==> src/rtl/aes_key_expander.sv <==
// Iterative AES-128 key expansion: one round key per clock, full 11-key schedule held
// until the next accepted start. aes_sbox is the byte substitution used by SubWord.

module aes_sbox (
  input  logic [7:0] data_i,
  output logic [7:0] data_o
);

  localparam logic [2047:0] SBoxTable = {
    128'h637c777bf26b6fc53001672bfed7ab76, 128'hca82c97dfa5947f0add4a2af9ca472c0,
    128'hb7fd9326363ff7cc34a5e5f171d83115, 128'h04c723c31896059a071280e2eb27b275,
    128'h09832c1a1b6e5aa0523bd6b329e32f84, 128'h53d100ed20fcb15b6acbbe394a4c58cf,
    128'hd0efaafb434d338545f9027f503c9fa8, 128'h51a3408f929d38f5bcb6da2110fff3d2,
    128'hcd0c13ec5f974417c4a77e3d645d1973, 128'h60814fdc222a908846eeb814de5e0bdb,
    128'he0323a0a4906245cc2d3ac629195e479, 128'he7c8376d8dd54ea96c56f4ea657aae08,
    128'hba78252e1ca6b4c6e8dd741f4bbd8b8a, 128'h703eb5664803f60e613557b986c11d9e,
    128'he1f8981169d98e949b1e87e9ce5528df, 128'h8ca1890dbfe6426841992d0fb054bb16
  };

  // Entry 0 sits in the top byte of the table.
  assign data_o = SBoxTable[(11'd2040 - {data_i, 3'b000}) +: 8];

endmodule

module aes_key_expander #(
  parameter int unsigned NR    = 10,
  parameter int unsigned KEY_W = 128
) (
  input  logic                      Clk,
  input  logic                      Rst,
  input  logic [KEY_W-1:0]          i_Key,
  input  logic                      i_fStart,
  output logic [(NR+1)*KEY_W-1:0]   o_KeySchedule,
  output logic                      o_fBusy,
  output logic                      o_fValid,
  output logic                      o_fDone
);

  localparam logic [1:0] StIdle   = 2'd0;
  localparam logic [1:0] StExpand = 2'd1;
  localparam logic [1:0] StDone   = 2'd2;

  localparam logic [3:0] LastRound = 4'(NR);

  logic [1:0]       state_q, state_d;
  logic [3:0]       rcnt_q, rcnt_d;
  logic             busy_q, busy_d;
  logic             valid_q, valid_d;
  logic             done_q, done_d;
  logic [KEY_W-1:0] rk_q [NR+1];

  logic             start_ok;
  logic [3:0]       prev_idx;
  logic [KEY_W-1:0] prev_rk, next_rk;
  logic [31:0]      rot_word, sub_word, t_word;
  logic [31:0]      n0, n1, n2, n3;
  logic [7:0]       rcon;

  assign start_ok = i_fStart && ((state_q == StIdle) || (state_q == StDone));

  // Guard keeps the read index in range while idle (rcnt_q == 0).
  assign prev_idx = (rcnt_q == 4'd0) ? 4'd0 : rcnt_q - 4'd1;
  assign prev_rk  = rk_q[prev_idx];

  always_comb begin
    rcon = 8'h00;
    case (rcnt_q)
      4'd1:    rcon = 8'h01;
      4'd2:    rcon = 8'h02;
      4'd3:    rcon = 8'h04;
      4'd4:    rcon = 8'h08;
      4'd5:    rcon = 8'h10;
      4'd6:    rcon = 8'h20;
      4'd7:    rcon = 8'h40;
      4'd8:    rcon = 8'h80;
      4'd9:    rcon = 8'h1b;
      4'd10:   rcon = 8'h36;
      default: rcon = 8'h00;
    endcase
  end

  assign rot_word = {prev_rk[23:0], prev_rk[31:24]};

  for (genvar i = 0; i < 4; i++) begin : g_subword
    aes_sbox u_sbox (
      .data_i (rot_word[8*i +: 8]),
      .data_o (sub_word[8*i +: 8])
    );
  end

  assign t_word  = sub_word ^ {rcon, 24'h000000};
  assign n0      = prev_rk[127:96] ^ t_word;
  assign n1      = n0 ^ prev_rk[95:64];
  assign n2      = n1 ^ prev_rk[63:32];
  assign n3      = n2 ^ prev_rk[31:0];
  assign next_rk = {n0, n1, n2, n3};

  always_comb begin
    state_d = state_q;
    rcnt_d  = rcnt_q;
    busy_d  = busy_q;
    valid_d = valid_q;
    done_d  = 1'b0;
    case (state_q)
      StIdle, StDone: begin
        if (i_fStart) begin
          state_d = StExpand;
          rcnt_d  = 4'd1;
          busy_d  = 1'b1;
          valid_d = 1'b0;
        end
      end
      StExpand: begin
        rcnt_d = rcnt_q + 4'd1;
        if (rcnt_q == LastRound) begin
          state_d = StDone;
          busy_d  = 1'b0;
          valid_d = 1'b1;
          done_d  = 1'b1;
        end
      end
      default: state_d = StIdle;
    endcase
  end

  always_ff @(posedge Clk) begin
    if (Rst) begin
      state_q <= StIdle;
      rcnt_q  <= 4'd0;
      busy_q  <= 1'b0;
      valid_q <= 1'b0;
      done_q  <= 1'b0;
      for (int i = 0; i <= NR; i++) begin
        rk_q[i] <= '0;
      end
    end else begin
      state_q <= state_d;
      rcnt_q  <= rcnt_d;
      busy_q  <= busy_d;
      valid_q <= valid_d;
      done_q  <= done_d;
      if (start_ok) begin
        rk_q[0] <= i_Key;
      end else if (state_q == StExpand) begin
        rk_q[rcnt_q] <= next_rk;
      end
    end
  end

  // RK0 occupies the most significant slice of the schedule.
  always_comb begin
    o_KeySchedule = '0;
    for (int i = 0; i <= NR; i++) begin
      o_KeySchedule[KEY_W*(NR-i) +: KEY_W] = rk_q[i];
    end
  end

  assign o_fBusy  = busy_q;
  assign o_fValid = valid_q;
  assign o_fDone  = done_q;

endmodule

==> config.mk <==
export PLATFORM = sky130hd
export DESIGN_NAME = aes_key_expander
export DESIGN_NICKNAME = d
export VERILOG_FILES = /design/src/rtl/aes_key_expander.sv
export SDC_FILE = /design/constraint.sdc
export NUM_CORES = 2
export LEC_CHECK = 0
export ABC_AREA = 0
export BUFFER_PORTS_ARGS = -buffer_cell sky130_fd_sc_hd__buf_4
export CAP_MARGIN = 20
export CORE_AREA = 2 2 602 604
export DETAILED_ROUTE_END_ITERATION = 8
export DIE_AREA = 0 0 604 606
export PLACE_DENSITY = 0.52
export SLEW_MARGIN = 20
export SYNTH_ARGS = -nofsm -noshare
export SYNTH_HDL_FRONTEND = slang
export SYNTH_SLANG_ARGS = --single-unit
==> constraint.sdc <==
create_clock -name Clk -period 21.9 [get_ports Clk]
set_input_delay 4.38 -clock Clk [delete_from_list [all_inputs] [get_ports Clk]]
set_output_delay 4.38 -clock Clk [all_outputs]
set_load 0.05 [all_outputs]
==> results.ini <==
[min_path]
hp-start=o_fValid
holdCritPathClass=register to register
worstHoldPathCells=2
hold-path-endpoint=o_fValid

[critical_path]
critPathKind=register to register
cpMostUsedCell=buf_4
end_kind=register
r2r_slack_ns=10.62
critPathMaxFanout=47
reg2reg_from=rcnt_q[0]
startpoint=rcnt_q[0]
worstPathArrival_ns=11.89
crit_chain=inv_8 -> ha_2 -> buf_4 -> or3b_4 -> buf_4 -> buf_4 -> a31o_2 -> a211oi_1 -> or4_2 -> buf_4 -> inv_2 -> buf_4 -> ha_1 -> nand2_1 -> nor3_1 -> nor4_1 -> o21ai_0 -> o311ai_0 -> a31o_2 -> o211a_1 -> xor2_2 -> xnor2_1 -> a22oi_2 -> inv_1
start_kind=register
slowest_delay_ns=0.90
crit_path_top_delay_cell=xor2_2
regToRegEndpoint=rk_q[12][29]
reg2reg_depth=24
required_ns=22.51

[global_route]
grt_pass1_vias=96540
antenna_found_initial=77
grtUsageTotal_pct=38.53
grt_max_degree=110
grt_pass1_wl_microns=952100
grt_overflow_total=0

[place]
gp_congestion=1.013
placed_cells=16000
io_buffers=1541
place_area_sq_um=126300
dpl_worst_slack_ns=11.02
hpwl_microns=521300

[power_and_ir_drop]
power_frac_comb_pct=47.8
ir_drop_v=0.00009311
p_int_w=0.009017
clkPwrFrac_pct=24.3
leakagePower_nw=49.24
p_sw_w=0.008211
power_per_cell_area_nw_per_um2=128.1
sw_frac_of_total_pct=47.66
power_frac_seq_pct=27.9

[finish]
layout.nets=11640
final_layout_size_suffix_gt1_share_pct=24.01
fin_util_pct=37.33
fin_area_sq_um=134500
area_growth_pct=23.26
final_cells=16500

[floorplan]
ios=1542
die_x_microns=604
coreArea_sq_um=360300
row_count=221
die_h_microns=606
dieArea_sq_um=366000
start_util_pct=30.29

[clock_network]
cts_buffers=237
cts_tree=done
clk_path_buf_depth=4
clk_latency_ns=1.00
cts_resized=0
htree_levels=4
root_buffer=clkbuf_16
hold_buffers=0
cts.sinks=2065
clk_pin_slew_worst_paths_ns=0.06
post_cts_buffers=0

[logic_synthesis]
post_synth.cell_area_avg_sq_um=10.70
yosys_warnings=0
syn_nets=10390
syn_inst=10200
ys_ff_latch=2065
async_flop_share_pct=0
ys_seq_area_share_pct=55.50
synth-edff-count=1920
ys.flop_type=edfxtp_1
synth_area_sq_um=109100
synth_cell_types=141

[drt]
vias=104300
post_drt_via_cell_ratio=6.324
drc=0
first_iter_violations=15120
drt-pass1-iter-count=7
avgRoutedWirePerCell_microns=44.62
ant_nets=0
totalWireLength_microns=736100

[sta]
setup_viol=0
fmax_ghz=0.08868
fin_skew_ns=0.1259
slew_headroom_pct=3.640
worst-slew-pin-transition_ns=1.445
hold_violations=0
min_period_over_period_pct=51.49
period_minus_slack_ns=11.28
rsz0062_at_grt=no
report.final.slew_viol_count=0
setup_slack_ns=10.62
fin_setup_tns_ns=0

[status]
status=complete, no violations

[job]
maxCapViolCount=0

[registers in the layout (all words and copies together), names as in the netlist]
| name | count |
|---|---|
| o_fBusy | 1 |
| o_fValid | 1 |
| rk_q | 2048 |
| state_q | 2 |
| rcon | 8 |
| rcnt_q | 4 |
| o_fDone | 1 |
[logic make-up after synthesis]
kind of cell / share of synthesized area, %
AO/OA/AOI/OAI: 16.87
XOR/XNOR: 1.566
adder cells (fa/ha/maj): 0.7339
buffers and inverters: 4.974
flip-flops: 55.50
multiplexers: 4.292
AND/OR/NAND/NOR: 16.07
[how the worst max path moves through the flow]
| stage | end | slack (ns) | cells after the start |
|---|---|---|---|
| after floorplan | rk_q[11][0] | 3.13 | 7 |
| after global placement | rk_q[11][20] | 10.64 | 21 |
| after detailed placement | rk_q[12][29] | 11.02 | 24 |
| after CTS | rk_q[14][29] | 10.98 | 24 |
| after global routing | rk_q[12][29] | 10.70 | 24 |
| final | rk_q[12][29] | 10.62 | 24 |
[per-stage QoR]
| stage | hold slack, ns | total power (W) |
|---|---|---|
| 2_1_floorplan | 0.4854 | 0.009068 |
| 3_3_place_gp | 0.4513 | 0.01281 |
| 3_5_place_dp | 0.4592 | 0.01282 |
| 4_1_cts | 0.4699 | 0.01696 |
| 5_1_grt | 0.4931 | 0.01747 |
| 6_report | 0.4713 | 0.01723 |
[placed cells by master, fill, tap and decap left out, types with 226 or more instances in the layout]
| master | instances |
|---|---|
| edfxtp_1 | 1920 |
| buf_4 | 1918 |
| nor2_1 | 1516 |
| nand2_1 | 1198 |
| a21oi_1 | 397 |
| nand3_1 | 341 |
| o21ai_0 | 304 |
| a211oi_1 | 269 |
| a311oi_1 | 253 |
| clkbuf_16 | 238 |
| nor3_1 | 226 |
[layer usage]
| metal | track usage, % | part of all wire, % | vias up |
|---|---|---|---|
| li1 | - | - | 40960 |
| met1 | 47.78 | 37 | 53800 |
| met2 | 57.93 | 43 | 7925 |
| met3 | 11.00 | 11 | 1622 |
| met4 | 26.60 | 8.4 | 24 |
| met5 | 0 | 0.020 | - |
[critical path, delay by kind of cell (launching register included)]
family,cells,cell delay [ns]
buf+inv,8,3.21
xor+xnor,2,1.15
simple gates,5,1.91
compound gates,7,2.52
fa+ha+maj,2,1.19
flops,1,0.80
[power groups by stage]
stage,Sequential [W],Clock (W),Combinational (W)
after floorplan,0.00540,0,0.00367
after global placement,0.00487,0,0.00794
after detailed placement,0.00487,0,0.00795
after CTS,0.00479,0.00419,0.00798
after global routing,0.00481,0.00433,0.00834
final,0.00480,0.00418,0.00824
[synth_stat cells (30+ instances only)]
master     instances  share of area [%]
buf_6             33               0.34
or3_1             45               0.26
a31oi_1          135               0.77
nor4_1            45               0.26
o2111ai_1         44               0.35
a221oi_1         145                1.2
nor2b_1           52               0.30
mux2i_1          208                1.9
nor2_1          1529                5.3
edfxtp_1        1920                 53
a311oi_1         255                2.0
clkbuf_1         360                1.2
mux4_2            82                1.7
a211oi_1         270                1.9
xnor2_1          100               0.80
inv_1            173               0.60
nand2_1         1201                4.1
o211ai_1         113               0.78
nand4_1           46               0.26
ha_1              64               0.73
buf_4            111               0.76
a211o_1           43               0.35
o21ai_0          314                1.4
o221ai_1          47               0.38
a22oi_1           54               0.37
and2_1           144               0.83
buf_1             61               0.21
o311ai_0          32               0.26
and3_1            44               0.25
nand2b_1          58               0.33
o22ai_1           57               0.33
xor2_1            38               0.31
buf_2            376                1.7
a21oi_1          422                1.9
o31ai_1           37               0.25
mux2_2            66               0.68
nand3_1          345                1.6
nor3_1           236                1.1
dfxtp_1          145                2.7
a21o_1            30               0.21
[area by class of cell]
| cell class | count | area [sq um] |
|---|---|---|
| Sequential cell | 2065 | 60560 |
| Inverter | 184 | 698.2 |
| Tap cell | 4794 | 5998 |
| Multi-Input combinational cell | 7000 | 43960 |
| Timing Repair Buffer | 1960 | 15170 |
| Clock inverter | 135 | 1613 |
| Antenna cell | 50 | 125.1 |
| Clock buffer | 310 | 6366 |
| Fill cell | 35540 | 225800 |
No activity file was read; power rests on OpenSTA's default activity.
